<file path="src/rtl/spi_pkg.sv">
// Shared types and constants for the parametrised SPI master.
package spi_pkg;

  typedef enum logic [1:0] {
    IDLE  = 2'd0,
    LEAD  = 2'd1,
    XFER  = 2'd2,
    TRAIL = 2'd3
  } spi_state_t;

  typedef struct packed {
    logic cpol;
    logic cpha;
  } spi_mode_t;

  localparam spi_mode_t SPI_MODE0 = '{cpol: 1'b0, cpha: 1'b0};
  localparam spi_mode_t SPI_MODE1 = '{cpol: 1'b0, cpha: 1'b1};
  localparam spi_mode_t SPI_MODE2 = '{cpol: 1'b1, cpha: 1'b0};
  localparam spi_mode_t SPI_MODE3 = '{cpol: 1'b1, cpha: 1'b1};

endpackage

</file>
<file path="src/rtl/spi_clk_gen.sv">
// SCL generator: divides spi_clk by CLK_DIV and toggles SCL on each tick while
// toggling is enabled. lead_stb/trail_stb mark the cycle whose edge toggles SCL
// away from / back to the idle level.
module spi_clk_gen #(
  parameter int CLK_DIV = 2
) (
  input  logic clk_i,
  input  logic rst_i,
  input  logic en_i,
  input  logic toggle_i,
  input  logic idle_lvl_i,
  output logic tick_o,
  output logic lead_stb_o,
  output logic trail_stb_o,
  output logic scl_o
);

  localparam int DIV_W = (CLK_DIV > 1) ? $clog2(CLK_DIV) : 1;

  logic [DIV_W-1:0] div_q;
  logic             scl_q;

  assign tick_o      = en_i && (div_q == DIV_W'(CLK_DIV - 1));
  assign lead_stb_o  = tick_o && toggle_i && (scl_q == idle_lvl_i);
  assign trail_stb_o = tick_o && toggle_i && (scl_q != idle_lvl_i);
  assign scl_o       = scl_q;

  // Divider: free-runs only while enabled, restarts from zero on every tick.
  always_ff @(posedge clk_i) begin
    if (rst_i)               div_q <= '0;
    else if (!en_i || tick_o) div_q <= '0;
    else                      div_q <= div_q + 1'b1;
  end

  // SCL: toggles on ticks while shifting, otherwise parks at the idle level.
  always_ff @(posedge clk_i) begin
    if (rst_i)                     scl_q <= 1'b0;
    else if (toggle_i && tick_o)   scl_q <= ~scl_q;
    else if (!toggle_i)            scl_q <= idle_lvl_i;
  end

endmodule

</file>
<file path="src/rtl/spi_master_param.sv">
// Parametrised SPI master: DATA_W-bit words, NUM_CS active-low selects, all four
// CPOL/CPHA modes, SCL half-period of CLK_DIV spi_clk cycles.
// Optional macro SPI_LSB_FIRST_EN adds a lsb_first input selecting LSB-first order.
module spi_master_param
  import spi_pkg::*;
#(
  parameter  int DATA_W  = 8,
  parameter  int NUM_CS  = 1,
  parameter  int CLK_DIV = 2,
  localparam int CS_W    = ($clog2(NUM_CS) > 0) ? $clog2(NUM_CS) : 1
) (
  input  logic              spi_clk,
  input  logic              reset,
  input  logic              start,
  input  logic [DATA_W-1:0] tx_data,
  input  logic [CS_W-1:0]   cs_sel,
  input  logic              cpol,
  input  logic              cpha,
  output logic              busy,
  output logic              done,
  output logic [DATA_W-1:0] rx_data,
  output logic              spi_scl,
  output logic              mosi,
  input  logic              miso,
  output logic [NUM_CS-1:0] spi_cs
`ifdef SPI_LSB_FIRST_EN
  ,
  input  logic              lsb_first
`endif
);

  localparam int EC_W = $clog2(2 * DATA_W);
  localparam logic [EC_W-1:0] LAST_EDGE = EC_W'(2 * DATA_W - 1);

  spi_state_t        state_q;
  spi_mode_t         mode_q;
  logic [DATA_W-1:0] tx_q, rx_q, rx_data_q;
  logic [EC_W-1:0]   edge_q;
  logic              busy_q, done_q, mosi_q;
  logic [NUM_CS-1:0] cs_q;
`ifdef SPI_LSB_FIRST_EN
  logic              lsb_q;
`endif

  logic              accept, cs_ok, idle_lvl;
  logic              tick, lead_stb, trail_stb, sample, drive;
  logic [NUM_CS-1:0] cs_dec;
  logic [DATA_W-1:0] tx_lat, rx_fin;

  assign cs_ok  = (int'(cs_sel) < NUM_CS);
  assign accept = (state_q == IDLE) && !busy_q && start && cs_ok;

  // SCL idle level follows the new cpol from the accept edge so SCL settles in LEAD.
  assign idle_lvl = accept ? cpol : mode_q.cpol;

  // cpha selects which SCL edge samples and which one launches the next bit.
  assign sample = mode_q.cpha ? trail_stb : lead_stb;
  assign drive  = mode_q.cpha ? lead_stb  : trail_stb;

  // One-hot-low select decode of the requested slave.
  always_comb begin
    cs_dec = '1;
    for (int i = 0; i < NUM_CS; i++)
      if (cs_sel == CS_W'(i)) cs_dec[i] = 1'b0;
  end

  // Bit-order mapping: reversing on the way in and out keeps the shifters MSB-first.
  always_comb begin
    tx_lat = tx_data;
    rx_fin = rx_q;
`ifdef SPI_LSB_FIRST_EN
    if (lsb_first)
      for (int i = 0; i < DATA_W; i++) tx_lat[i] = tx_data[DATA_W-1-i];
    if (lsb_q)
      for (int i = 0; i < DATA_W; i++) rx_fin[i] = rx_q[DATA_W-1-i];
`endif
  end

  spi_clk_gen #(.CLK_DIV(CLK_DIV)) u_clk_gen (
    .clk_i       (spi_clk),
    .rst_i       (reset),
    .en_i        (state_q != IDLE),
    .toggle_i    (state_q == XFER),
    .idle_lvl_i  (idle_lvl),
    .tick_o      (tick),
    .lead_stb_o  (lead_stb),
    .trail_stb_o (trail_stb),
    .scl_o       (spi_scl)
  );

  // Transfer FSM with shifters and registered pin/handshake outputs.
  always_ff @(posedge spi_clk) begin
    if (reset) begin
      state_q   <= IDLE;
      mode_q    <= SPI_MODE0;
      tx_q      <= '0;
      rx_q      <= '0;
      rx_data_q <= '0;
      edge_q    <= '0;
      busy_q    <= 1'b0;
      done_q    <= 1'b0;
      mosi_q    <= 1'b1;
      cs_q      <= '1;
`ifdef SPI_LSB_FIRST_EN
      lsb_q     <= 1'b0;
`endif
    end else begin
      done_q <= 1'b0;
      case (state_q)
        IDLE: begin
          mosi_q <= 1'b1;
          busy_q <= 1'b0;
          if (accept) begin
            state_q <= LEAD;
            busy_q  <= 1'b1;
            mode_q  <= '{cpol: cpol, cpha: cpha};
            cs_q    <= cs_dec;
            rx_q    <= '0;
            edge_q  <= '0;
`ifdef SPI_LSB_FIRST_EN
            lsb_q   <= lsb_first;
`endif
            // cpha=0 presents the first bit during CS setup; cpha=1 waits for the leading edge.
            if (cpha) begin
              tx_q <= tx_lat;
            end else begin
              mosi_q <= tx_lat[DATA_W-1];
              tx_q   <= {tx_lat[DATA_W-2:0], 1'b1};
            end
          end
        end
        LEAD: begin
          if (tick) state_q <= XFER;
        end
        XFER: begin
          if (sample) rx_q <= {rx_q[DATA_W-2:0], miso};
          if (drive) begin
            mosi_q <= tx_q[DATA_W-1];
            tx_q   <= {tx_q[DATA_W-2:0], 1'b1};
          end
          if (tick) begin
            if (edge_q == LAST_EDGE) begin
              edge_q  <= '0;
              state_q <= TRAIL;
            end else begin
              edge_q <= edge_q + 1'b1;
            end
          end
        end
        TRAIL: begin
          if (tick) begin
            state_q   <= IDLE;
            cs_q      <= '1;
            mosi_q    <= 1'b1;
            done_q    <= 1'b1;
            rx_data_q <= rx_fin;
          end
        end
        default: state_q <= IDLE;
      endcase
    end
  end

  assign busy    = busy_q;
  assign done    = done_q;
  assign rx_data = rx_data_q;
  assign mosi    = mosi_q;
  assign spi_cs  = cs_q;

endmodule
</file>
<file path="config.mk">
export PLATFORM = sky130hd
export DESIGN_NAME = spi_master_param
export DESIGN_NICKNAME = d
export VERILOG_FILES = /design/src/rtl/spi_pkg.sv /design/src/rtl/spi_clk_gen.sv /design/src/rtl/spi_master_param.sv
export SDC_FILE = /design/constraint.sdc
export NUM_CORES = 1
export LEC_CHECK = 0
export ABC_AREA = 1
export CAP_MARGIN = 20
export CORE_UTILIZATION = 56
export CTS_BUF_LIST = sky130_fd_sc_hd__clkbuf_4
export DETAILED_ROUTE_END_ITERATION = 8
export PLACE_DENSITY = 0.89
export RECOVER_POWER = 50
export SLEW_MARGIN = 40
export SYNTH_ARGS = -nofsm -noshare
export SYNTH_HDL_FRONTEND = slang
export SYNTH_SLANG_ARGS = --single-unit
</file>
<file path="constraint.sdc">
create_clock -name spi_clk -period 2.3 [get_ports spi_clk]
set_clock_uncertainty 0.1 [all_clocks]
set_input_delay 0.23 -clock spi_clk [delete_from_list [all_inputs] [get_ports spi_clk]]
set_output_delay 0.23 -clock spi_clk [all_outputs]
set_load 0.03 [all_outputs]
</file>
==> results of run 1 <==
-- worst register-to-register path: cells and delay by family (launching register included) --
kind                     cells  cell delay, ps
AND/OR/NAND/NOR             12            1070
buffers and inverters        2             200
adder cells (fa/ha/maj)      1             270
flip-flops                   1             350
-- layer usage --
metal / up-vias / routed length [um] / part of all wire / global-route usage
li1: 964 / - / - / -
met1: 834 / 1870 / 0.46 / 0.309
met2: 41 / 1910 / 0.47 / 0.399
met3: 8 / 213 / 0.052 / 0.0672
met4: 0 / 74 / 0.018 / 0.0942
met5: - / 0 / 0 / 0
-- Yosys cell counts (2+ instances only) --
cell type	count	share of area
sky130_fd_sc_hd__a211oi_1	4	0.015
sky130_fd_sc_hd__a21oi_1	30	0.076
sky130_fd_sc_hd__buf_4	3	0.011
sky130_fd_sc_hd__buf_6	2	0.011
sky130_fd_sc_hd__clkbuf_1	6	0.011
sky130_fd_sc_hd__dfxtp_1	38	0.39
sky130_fd_sc_hd__ha_1	6	0.038
sky130_fd_sc_hd__inv_1	26	0.050
sky130_fd_sc_hd__inv_2	3	0.0057
sky130_fd_sc_hd__mux2i_1	3	0.015
sky130_fd_sc_hd__nand2_1	60	0.11
sky130_fd_sc_hd__nand2_2	4	0.013
sky130_fd_sc_hd__nand3_1	30	0.076
sky130_fd_sc_hd__nand3_2	2	0.010
sky130_fd_sc_hd__nand4_1	3	0.0095
sky130_fd_sc_hd__nor2_1	30	0.057
sky130_fd_sc_hd__nor3_1	4	0.010
sky130_fd_sc_hd__o21ai_0	13	0.033
-- logic make-up (layout without fill, tap and decap cells) --
family          after synthesis  count (layout)  synth area share
simple gates                137             137             0.314
compound gates               51              51             0.142
buf+inv                      44              69            0.0999
flops                        38              38             0.387
fa+ha+maj                     6               6            0.0382
mux                           3               3            0.0153
xor+xnor                      1               1           0.00445
-- area by class of cell --
type / instances / area [um2] / area share
Inverter: 30 / 113 / 0.0488
Timing Repair Buffer: 31 / 300 / 0.130
Multi-Input combinational cell: 198 / 1020 / 0.443
Tap cell: 46 / 57.6 / 0.0249
Clock buffer: 5 / 37.5 / 0.0163
Clock inverter: 3 / 16.3 / 0.00705
Sequential cell: 38 / 761 / 0.330
-- sequential cells by signal (all words and copies together), names as in the netlist --
name and count:
edge_q 4, mode_q 2, rx_data 8, u_clk_gen.div_q 1, busy 1, tx_q 8
state_q 2, mosi 1, u_clk_gen.scl_o 1, spi_cs 1, done 1, rx_fin 8
-- report_power, final --
group / leakage [nW] / internal [mW] / switching, mW
registers: 0.310 / 0.797 / 0.0926
clock network: 0.0286 / 0.114 / 0.227
logic: 0.602 / 0.404 / 0.699
-- worst max-delay path by stage --
stage | endpoint | cells past startpoint | start
2_1_floorplan | mosi | 15 | state_q[0]
3_3_place_gp | rx_fin[5] | 13 | cs_sel
3_5_place_dp | rx_fin[2] | 13 | cs_sel
4_1_cts | rx_fin[2] | 15 | state_q[0]
5_1_grt | rx_fin[5] | 15 | state_q[0]
6_report | rx_fin[2] | 15 | state_q[0]
==> flow_summary_export.csv, run 1 <==
group,metric,value,unit
logic_synthesis,flip_flop_and_latch_count_after_synthesis,38,
critical_path,timing.critical_path.to_type,"flip-flop",
clocking,clk_pin_slew_worst_paths,110,ps
logic_synthesis,synth-seq-area-share,0.387,
logic_synthesis,yosys_warnings,0,
cells_and_area,fin_util,0.686,
clocking,clkSinkCount,38,
clocking,numCtsBuffers,5,
timing,period_minus_slack,2080,ps
clocking,post_cts.resized_instances,0,
detailed_routing,detail-route-antenna-nets,0,
cells_and_area,finish.net_count,325,
floorplanning,die_width,61.3,um
logic_synthesis,syn_nets,301,
floorplanning,fp.dieArea,3750,um2
cells_and_area,final_cell_count_no_fill,351,
clocking,cts_htree_levels,2,
logic_synthesis,mappedNetlistArea,1970,um2
place,finalWeightedCongestion,0.822,
critical_path,timing.critical_path.mode_cell,"sky130_fd_sc_hd__nand2_1",
detailed_routing,routed_wirelength,4060,um
critical_path,timing.reg2reg.worst_path_depth,15,
cells_and_area,n_antenna_cell,0,
clocking,tritoncts,"done",
detailed_routing,detail_routed_via_count_per_cell,5.26,
critical_path,worstPathBufferInverterCount,2,
power_and_ir_drop,p_leak,0.940,nW
min_path,worstHoldEndpoint,"u_clk_gen.div_q",
detailed_routing,drt-wirelength-per-cell,11.6,um
timing,worst_slew_pin_slew,502,ps
timing,fmax,0.481,GHz
logic_synthesis,ys.flop_type,"sky130_fd_sc_hd__dfxtp_1",
power_and_ir_drop,cellPowerDensity,1010,nW/um2
power_and_ir_drop,totalPowerFinal,2.33,mW
critical_path,critical_path.reg2reg.endpoint,"rx_fin[2]",
floorplanning,die_h,61.3,um
job,number_of_maximum_capacitance_constraint_violations,0,
place,post_dp_area,2240,um2
floorplanning,start_util,0.585,
critical_path,criticalPathCategory,"reg2reg",
clocking,clkLatencyLatePin,350,ps
timing,setup_tns,0,ps
global_routing,grt_first_pass_wirelength,6770,um
cells_and_area,synthToLayoutAreaGrowth,17.3,%
cells_and_area,layout.cells.most_common,"sky130_fd_sc_hd__nand2_1",
floorplanning,io_pins,28,
place,place.detailed.instances,343,
global_routing,track_usage,0.245,
power_and_ir_drop,ir_drop,0.628,mV
cells_and_area,fraction_of_final_layout_cells_with_drive_strength_greater_than_1,0.0885,
global_routing,grt.overflow.total,0,
cells_and_area,postLayoutCellArea,2310,um2
timing,timing.final.setup_violations,0,
critical_path,critical_path.max_fanout,11,
critical_path,timing.reg2reg.setup_slack,220,ps
floorplanning,num_rows,21,
detailed_routing,vias,1847,
detailed_routing,drt_pass_1_iters,4,
timing,maxSlewHeadroom,0.663,
critical_path,worst_ep_arrival_time,2230,ps
cells_and_area,mostFrequentLayoutCells,"sky130_fd_sc_hd__nand2_1, sky130_fd_sc_hd__dfxtp_1, sky130_fd_sc_hd__nor2_1, sky130_fd_sc_hd__a21oi_1, sky130_fd_sc_hd__nand3_1",
logic_synthesis,proportion_of_synthesized_flip_flops_having_asynchronous_set_or_reset,0,
timing,final_max_slew_viol_count,0,
global_routing,initial_antenna_violation_count,0,
min_path,hold_path.startpoint,"u_clk_gen.div_q",
global_routing,grt_pass1_vias,1633,
timing,fin_crit_sh,0.904,
min_path,worst_hold_path.num_cells,1,
logic_synthesis,synthDistinctLibCells,31,
timing,pnr_worst_setup_slack,222,ps
floorplanning,fp.coreArea,3360,um2
clocking,clock_path_buffers,2,
critical_path,critical-path-top-delay-family,"simple AND/OR/NAND/NOR gates",
timing,final.hold.worst_slack,342,ps
detailed_routing,dr.first_iter.drc_count,68,
cells_and_area,fillCellCount,308,
global_routing,grt_max_degree,28,
place,place_ws,63.5,ps
place,hpwl,2820,um
logic_synthesis,synth_edf_count,0,
timing,final-hold-violation-count,0,
critical_path,cp_slowest_cell,"sky130_fd_sc_hd__dfxtp_1",
run_status,outcome,"finished clean",
clocking,clk_root_buffer_cell,"sky130_fd_sc_hd__clkbuf_4",
logic_synthesis,synth_area_per_cell,7.02,um2
min_path,hold_path.class,"reg2reg",
critical_path,cp_slowest_stage_delay,350,ps
critical_path,path_cells,"inv_1 -> ha_2 -> nand2_2 -> inv_2 -> nand2_2 -> nand2_2 -> nand2_1 -> nand2_1 -> nand2_1 -> nand3_1 -> nand3_4 -> nand2_2 -> nand2_1 -> nand2_1 -> nor2_1",
clocking,cts_hold_repair.buffers,0,
critical_path,worst_ep_required_time,2460,ps
critical_path,crit_path_start_kind,"flip-flop",
clocking,post-cts-setup-buffers,0,
logic_synthesis,post_synth_inst_count,280,
place,portBuffers,27,
detailed_routing,drt_drc_violations_left,0,
critical_path,rr_startpoint,"state_q[0]",
(Power assumes the default switching activity.)
==> run 2: changes to the inputs <==
--- a/config.mk
+++ b/config.mk
@@ -7,10 +7,10 @@
 export LEC_CHECK = 0
 export ABC_AREA = 1
 export CAP_MARGIN = 20
-export CORE_UTILIZATION = 56
+export CORE_UTILIZATION = 51
 export CTS_BUF_LIST = sky130_fd_sc_hd__clkbuf_4
 export DETAILED_ROUTE_END_ITERATION = 8
-export PLACE_DENSITY = 0.89
+export PLACE_DENSITY = 0.85
 export RECOVER_POWER = 50
 export SLEW_MARGIN = 40
 export SYNTH_ARGS = -nofsm -noshare
==> constraint.sdc (replaced) <==
create_clock -name spi_clk -period 1.7 [get_ports spi_clk]
set_clock_uncertainty 0.1 [all_clocks]
set_input_delay 0.17 -clock spi_clk [delete_from_list [all_inputs] [get_ports spi_clk]]
set_output_delay 0.17 -clock spi_clk [all_outputs]
set_load 0.03 [all_outputs]
==> flow_summary_export.csv, run 2 (same netlist as run 1, synthesis figures left out) <==
group,metric,value,unit
run_status,outcome,"finished with violations",
run_status,failed_checks,"setup timing",
critical_path,worst_ep_required_time,1870,ps
floorplanning,start_util,0.533,
detailed_routing,dr.first_iter.drc_count,141,
cells_and_area,final_cell_count_no_fill,384,
cells_and_area,mostFrequentLayoutCells,"sky130_fd_sc_hd__nand2_1, sky130_fd_sc_hd__dfxtp_1, sky130_fd_sc_hd__nor2_1",
power_and_ir_drop,p_leak,1.13,nW
timing,period_minus_slack,1810,ps
detailed_routing,routed_wirelength,5060,um
critical_path,worstPathBufferInverterCount,3,
critical_path,cp_slowest_cell,"sky130_fd_sc_hd__dfxtp_2",
critical_path,critical_path.max_fanout,6,
global_routing,grt_max_degree,28,
power_and_ir_drop,ir_drop,0.985,mV
floorplanning,io_pins,28,
cells_and_area,fillCellCount,285,
clocking,clkSinkCount,38,
floorplanning,fp.dieArea,4110,um2
critical_path,timing.critical_path.mode_cell,"sky130_fd_sc_hd__nand2_4",
floorplanning,fp.coreArea,3690,um2
clocking,cts_hold_repair.buffers,0,
place,place.detailed.instances,368,
clocking,clkLatencyLatePin,360,ps
cells_and_area,fin_util,0.740,
detailed_routing,drt_drc_violations_left,0,
critical_path,crit_path_start_kind,"flip-flop",
cells_and_area,finish.net_count,356,
timing,pnr_worst_setup_slack,-114,ps
place,finalWeightedCongestion,0.867,
critical_path,path_cells,"inv_2 -> ha_4 -> nand2_4 -> inv_4 -> nand2_4 -> nand2_4 -> nand3_1 -> nand2_2 -> nand3_2 -> nand3_4 -> buf_6 -> nand3_1 -> nand2_1 -> nor2_1",
global_routing,track_usage,0.256,
min_path,hold_path.class,"in2reg",
clocking,cts_htree_levels,2,
critical_path,criticalPathCategory,"reg2reg",
timing,timing.final.setup_violations,18,
clocking,clock_path_buffers,2,
clocking,clk_root_buffer_cell,"sky130_fd_sc_hd__clkbuf_4",
timing,fin_crit_sh,1.07,
cells_and_area,n_antenna_cell,0,
critical_path,timing.critical_path.to_type,"flip-flop",
timing,final-hold-violation-count,0,
timing,maxSlewHeadroom,0.751,
timing,worst_slew_pin_slew,376,ps
cells_and_area,fraction_of_final_layout_cells_with_drive_strength_greater_than_1,0.250,
critical_path,critical-path-top-delay-family,"simple AND/OR/NAND/NOR gates",
job,number_of_maximum_capacitance_constraint_violations,0,
timing,fmax,0.551,GHz
clocking,numCtsBuffers,5,
detailed_routing,detail_routed_via_count_per_cell,5.31,
cells_and_area,synthToLayoutAreaGrowth,38.7,%
timing,rsz_0062_raised_after_global_routing,"yes",
global_routing,initial_antenna_violation_count,0,
global_routing,grt_pass1_vias,1831,
detailed_routing,drt-wirelength-per-cell,13.2,um
cells_and_area,layout.cells.most_common,"sky130_fd_sc_hd__nand2_1",
floorplanning,die_width,64.1,um
floorplanning,die_h,64.1,um
timing,final_max_slew_viol_count,0,
place,hpwl,3100,um
clocking,tritoncts,"done",
place,portBuffers,27,
critical_path,worst_ep_arrival_time,1990,ps
detailed_routing,drt_pass_1_iters,4,
detailed_routing,vias,2040,
timing,final.hold.worst_slack,366,ps
floorplanning,num_rows,22,
critical_path,timing.reg2reg.setup_slack,-110,ps
detailed_routing,detail-route-antenna-nets,0,
global_routing,grt.overflow.total,0,
place,place_ws,-263,ps
power_and_ir_drop,cellPowerDensity,1480,nW/um2
clocking,clk_pin_slew_worst_paths,120,ps
global_routing,grt_first_pass_wirelength,8140,um
critical_path,cp_slowest_stage_delay,340,ps
==> run 2: layout make-up <==
cell class | count | area (um2) | area share
clock buffer | 5 | 37.5 | 0.0138
sequential | 38 | 763 | 0.280
timing repair buffer | 60 | 532 | 0.195
tap | 48 | 60.1 | 0.0220
clock inverter | 3 | 45.0 | 0.0165
multi-input combinational | 200 | 1170 | 0.430
inverter | 30 | 118 | 0.0431
==> run 2: path summary, 6_finish.rpt <==
kind / startpoint / depth (start not counted) / to
hold / removal: cs_sel / 3 / spi_cs
setup reg to reg: state_q[0] / 14 / rx_fin[4]
setup / recovery: state_q[0] / 14 / rx_fin[4]
hold reg to reg: rx_data[4] / 2 / rx_data[4]
==> run 2: power breakdown <==
group          internal [mW]  leakage (nW)  switching [mW]  total (mW)
combinational          0.969         0.781            1.22        2.19
clock                  0.308        0.0374           0.329       0.637
sequential              1.08         0.311           0.138        1.22
==> run 2: per-stage QoR <==
stage / power [mW] / setup TNS (ps) / area [um2]
after floorplan: 2.45 / -61.1 / 2000
after global placement: 2.99 / -2900 / 2460
after detailed placement: 3.04 / -3850 / 2460
after CTS: 3.87 / -355 / 2660
after global routing: 4.31 / -3530 / 2730
final: 4.04 / -1060 / 2730
==> run 2: metal layers <==
| metal | track usage | vias up | part of all wire |
|---|---|---|---|
| met5 | 0 | - | 0 |
| met1 | 0.308 | 936 | 0.42 |
| li1 | - | 1031 | - |
| met4 | 0.108 | 0 | 0.021 |
| met3 | 0.0625 | 12 | 0.044 |
| met2 | 0.431 | 61 | 0.52 |
==> run 2: worst reg2reg max path, cell delays in order (launching register included) <==
cell and delay, ps:
sky130_fd_sc_hd__dfxtp_2 340, sky130_fd_sc_hd__inv_2 80, sky130_fd_sc_hd__ha_4 160, sky130_fd_sc_hd__nand2_4 50, sky130_fd_sc_hd__inv_4 70, sky130_fd_sc_hd__nand2_4 70, sky130_fd_sc_hd__nand2_4 100, sky130_fd_sc_hd__nand3_1 90
sky130_fd_sc_hd__nand2_2 110, sky130_fd_sc_hd__nand3_2 90, sky130_fd_sc_hd__nand3_4 150, sky130_fd_sc_hd__buf_6 110, sky130_fd_sc_hd__nand3_1 80, sky130_fd_sc_hd__nand2_1 90, sky130_fd_sc_hd__nor2_1 40
==> run 2: timing repair <==
item | CTS | global route
setup endpoints to repair | 20 | 30
buffers inserted | 4 | 2
hold endpoints to repair | 0 | 0
gates resized for setup | 20 | 19
cloned | 1 | 1
pin swaps | 2 | 7
==> run 3: changes to the inputs <==
--- a/config.mk
+++ b/config.mk
@@ -7,6 +7,7 @@
 export LEC_CHECK = 0
 export ABC_AREA = 1
 export CAP_MARGIN = 20
+export CORE_MARGIN = 10
 export CORE_UTILIZATION = 51
 export CTS_BUF_LIST = sky130_fd_sc_hd__clkbuf_4
 export DETAILED_ROUTE_END_ITERATION = 8
==> flow_summary_export.csv, run 3 (same netlist as run 1, synthesis figures left out) <==
group,metric,value,unit
run_status,outcome,"finished with violations",
run_status,failed_checks,"setup timing",
global_routing,global_route.usage.met1,0.180,
power_and_ir_drop,p_leak,1.20,nW
cells_and_area,postLayoutCellArea,2720,um2
cells_and_area,fillCellCount,266,
timing,period_minus_slack,1800,ps
global_routing,use_met3,0.0367,
critical_path,timing.critical_path.to_type,"flip-flop",
timing,final_max_slew_viol_count,0,
critical_path,timing.reg2reg.worst_path_depth,13,
critical_path,criticalPathCategory,"reg2reg",
critical_path,setup.worst_path.start,"state_q[0]",
critical_path,worst_ep_arrival_time,2000,ps
timing,final.hold.worst_slack,356,ps
timing,timing.final.setup_violations,17,
clocking,clk_root_buffer_cell,"sky130_fd_sc_hd__clkbuf_4",
cells_and_area,layout.cells.most_common,"sky130_fd_sc_hd__nand2_1",
detailed_routing,routed_wirelength,5120,um
detailed_routing,vias,2017,
global_routing,grt_first_pass_wirelength,8250,um
cells_and_area,fraction_of_final_layout_cells_with_drive_strength_greater_than_1,0.241,
power_and_ir_drop,totalPowerFinal,3.98,mW
timing,setup_tns,-783,ps
clocking,numCtsBuffers,5,
timing,fin_crit_sh,1.06,
timing,maxSlewHeadroom,0.773,
place,portBuffers,27,
place,finalWeightedCongestion,0.828,
place,place_ws,-291,ps
clocking,tritoncts,"done",
detailed_routing,detail_routed_via_count_per_cell,5.31,
global_routing,grt_max_degree,25,
global_routing,initial_antenna_violation_count,0,
clocking,clkSinkCount,38,
detailed_routing,drt-wirelength-per-cell,13.5,um
cells_and_area,final_cell_count_no_fill,380,
global_routing,grt_pass1_vias,1874,
timing,rsz_0062_raised_after_global_routing,"yes",
global_routing,grt_use_met2,0.250,
power_and_ir_drop,cellPowerDensity,1470,nW/um2
timing,pnr_worst_setup_slack,-97.6,ps
detailed_routing,drt_pass_1_iters,5,
detailed_routing,drt_drc_violations_left,0,
clocking,clkLatencyLatePin,360,ps
critical_path,timing.reg2reg.setup_slack,-100,ps
detailed_routing,dr.first_iter.drc_count,196,
floorplanning,num_rows,22,
place,post_dp_area,2450,um2
cells_and_area,synthToLayoutAreaGrowth,38.0,%
critical_path,critical_path.max_fanout,7,
clocking,cts_htree_levels,2,
critical_path,critical_path.reg2reg.endpoint,"rx_fin[1]",
critical_path,crit_path_start_kind,"flip-flop",
timing,worst_slew_pin_slew,340,ps
global_routing,track_usage,0.153,
floorplanning,fp.coreArea,3690,um2
cells_and_area,fin_util,0.736,
timing,fmax,0.556,GHz
power_and_ir_drop,ir_drop,0.888,mV
critical_path,worst_ep_required_time,1900,ps
critical_path,rr_startpoint,"state_q[0]",
job,number_of_maximum_capacitance_constraint_violations,0,
clocking,cts_hold_repair.buffers,0,
global_routing,global_route.peak_usage_layer,"met2",
critical_path,crit_path_end,"rx_fin[1]",
clocking,clk_pin_slew_worst_paths,130,ps
cells_and_area,mostFrequentLayoutCells,"sky130_fd_sc_hd__nand2_1, sky130_fd_sc_hd__dfxtp_1, sky130_fd_sc_hd__nor2_1",
place,hpwl,3430,um
cells_and_area,n_antenna_cell,0,
cells_and_area,finish.net_count,352,
floorplanning,io_pins,28,
global_routing,grt.overflow.total,0,
floorplanning,start_util,0.533,
place,place.detailed.instances,367,
timing,final-hold-violation-count,0,
min_path,hold_path.class,"reg2reg",
floorplanning,fp.dieArea,6740,um2
detailed_routing,detail-route-antenna-nets,0,
clocking,clock_path_buffers,2,
floorplanning,die_h,82.1,um
floorplanning,die_width,82.1,um
[run 3: layout make-up]
type	instances	area (um2)	share of cell area
well taps	48	60.1	0.0221
clock inverters	3	45.0	0.0166
multi-input cells	199	1160	0.426
inverters	30	118	0.0433
repair buffers	57	536	0.197
clock buffers	5	37.5	0.0138
flip-flops and latches	38	763	0.281
[run 3: power breakdown]
group | internal [mW] | total [mW] | switching, mW
sequential | 1.08 | 1.22 | 0.138
combinational | 0.931 | 2.12 | 1.19
clock | 0.308 | 0.641 | 0.333
total | 2.32 | 3.98 | 1.66
[run 3: how the worst min path moves through the flow]
| stage | start | slack, ps | end | cells past startpoint |
|---|---|---|---|---|
| detailed placement | u_clk_gen.div_q | 310 | u_clk_gen.div_q | 1 |
| floorplan | cs_sel | 230 | spi_cs | 2 |
| CTS | u_clk_gen.div_q | 330 | u_clk_gen.div_q | 1 |
| global route | u_clk_gen.div_q | 360 | u_clk_gen.div_q | 1 |
| finish | u_clk_gen.div_q | 360 | u_clk_gen.div_q | 1 |
| global placement | u_clk_gen.div_q | 310 | u_clk_gen.div_q | 1 |
[run 3: worst max-delay path, cell delays in order, from the launching register on]
cell and delay [ps]:
sky130_fd_sc_hd__dfxtp_2 340, sky130_fd_sc_hd__inv_2 80, sky130_fd_sc_hd__ha_4 170, sky130_fd_sc_hd__nand2_4 50, sky130_fd_sc_hd__inv_4 70, sky130_fd_sc_hd__nand3_2 110
sky130_fd_sc_hd__nand3_1 130, sky130_fd_sc_hd__nand2_2 80, sky130_fd_sc_hd__nand3_2 80, sky130_fd_sc_hd__nand3_4 130, sky130_fd_sc_hd__buf_6 160, sky130_fd_sc_hd__nand3_2 50
sky130_fd_sc_hd__nand2_1 60, sky130_fd_sc_hd__nor2_1 130
[run 3: timing repair]
item	CTS	global route
endpoints found under the setup margin	18	35
cloned	1	0
buffers inserted	1	3
pin swaps	2	8
resized for setup	18	23
[run 3: metal layers]
layer | routed length (um) | share of wire
met1 | 2250 | 0.44
met2 | 2440 | 0.48
met3 | 347 | 0.068
met4 | 87 | 0.017
met5 | 0 | 0
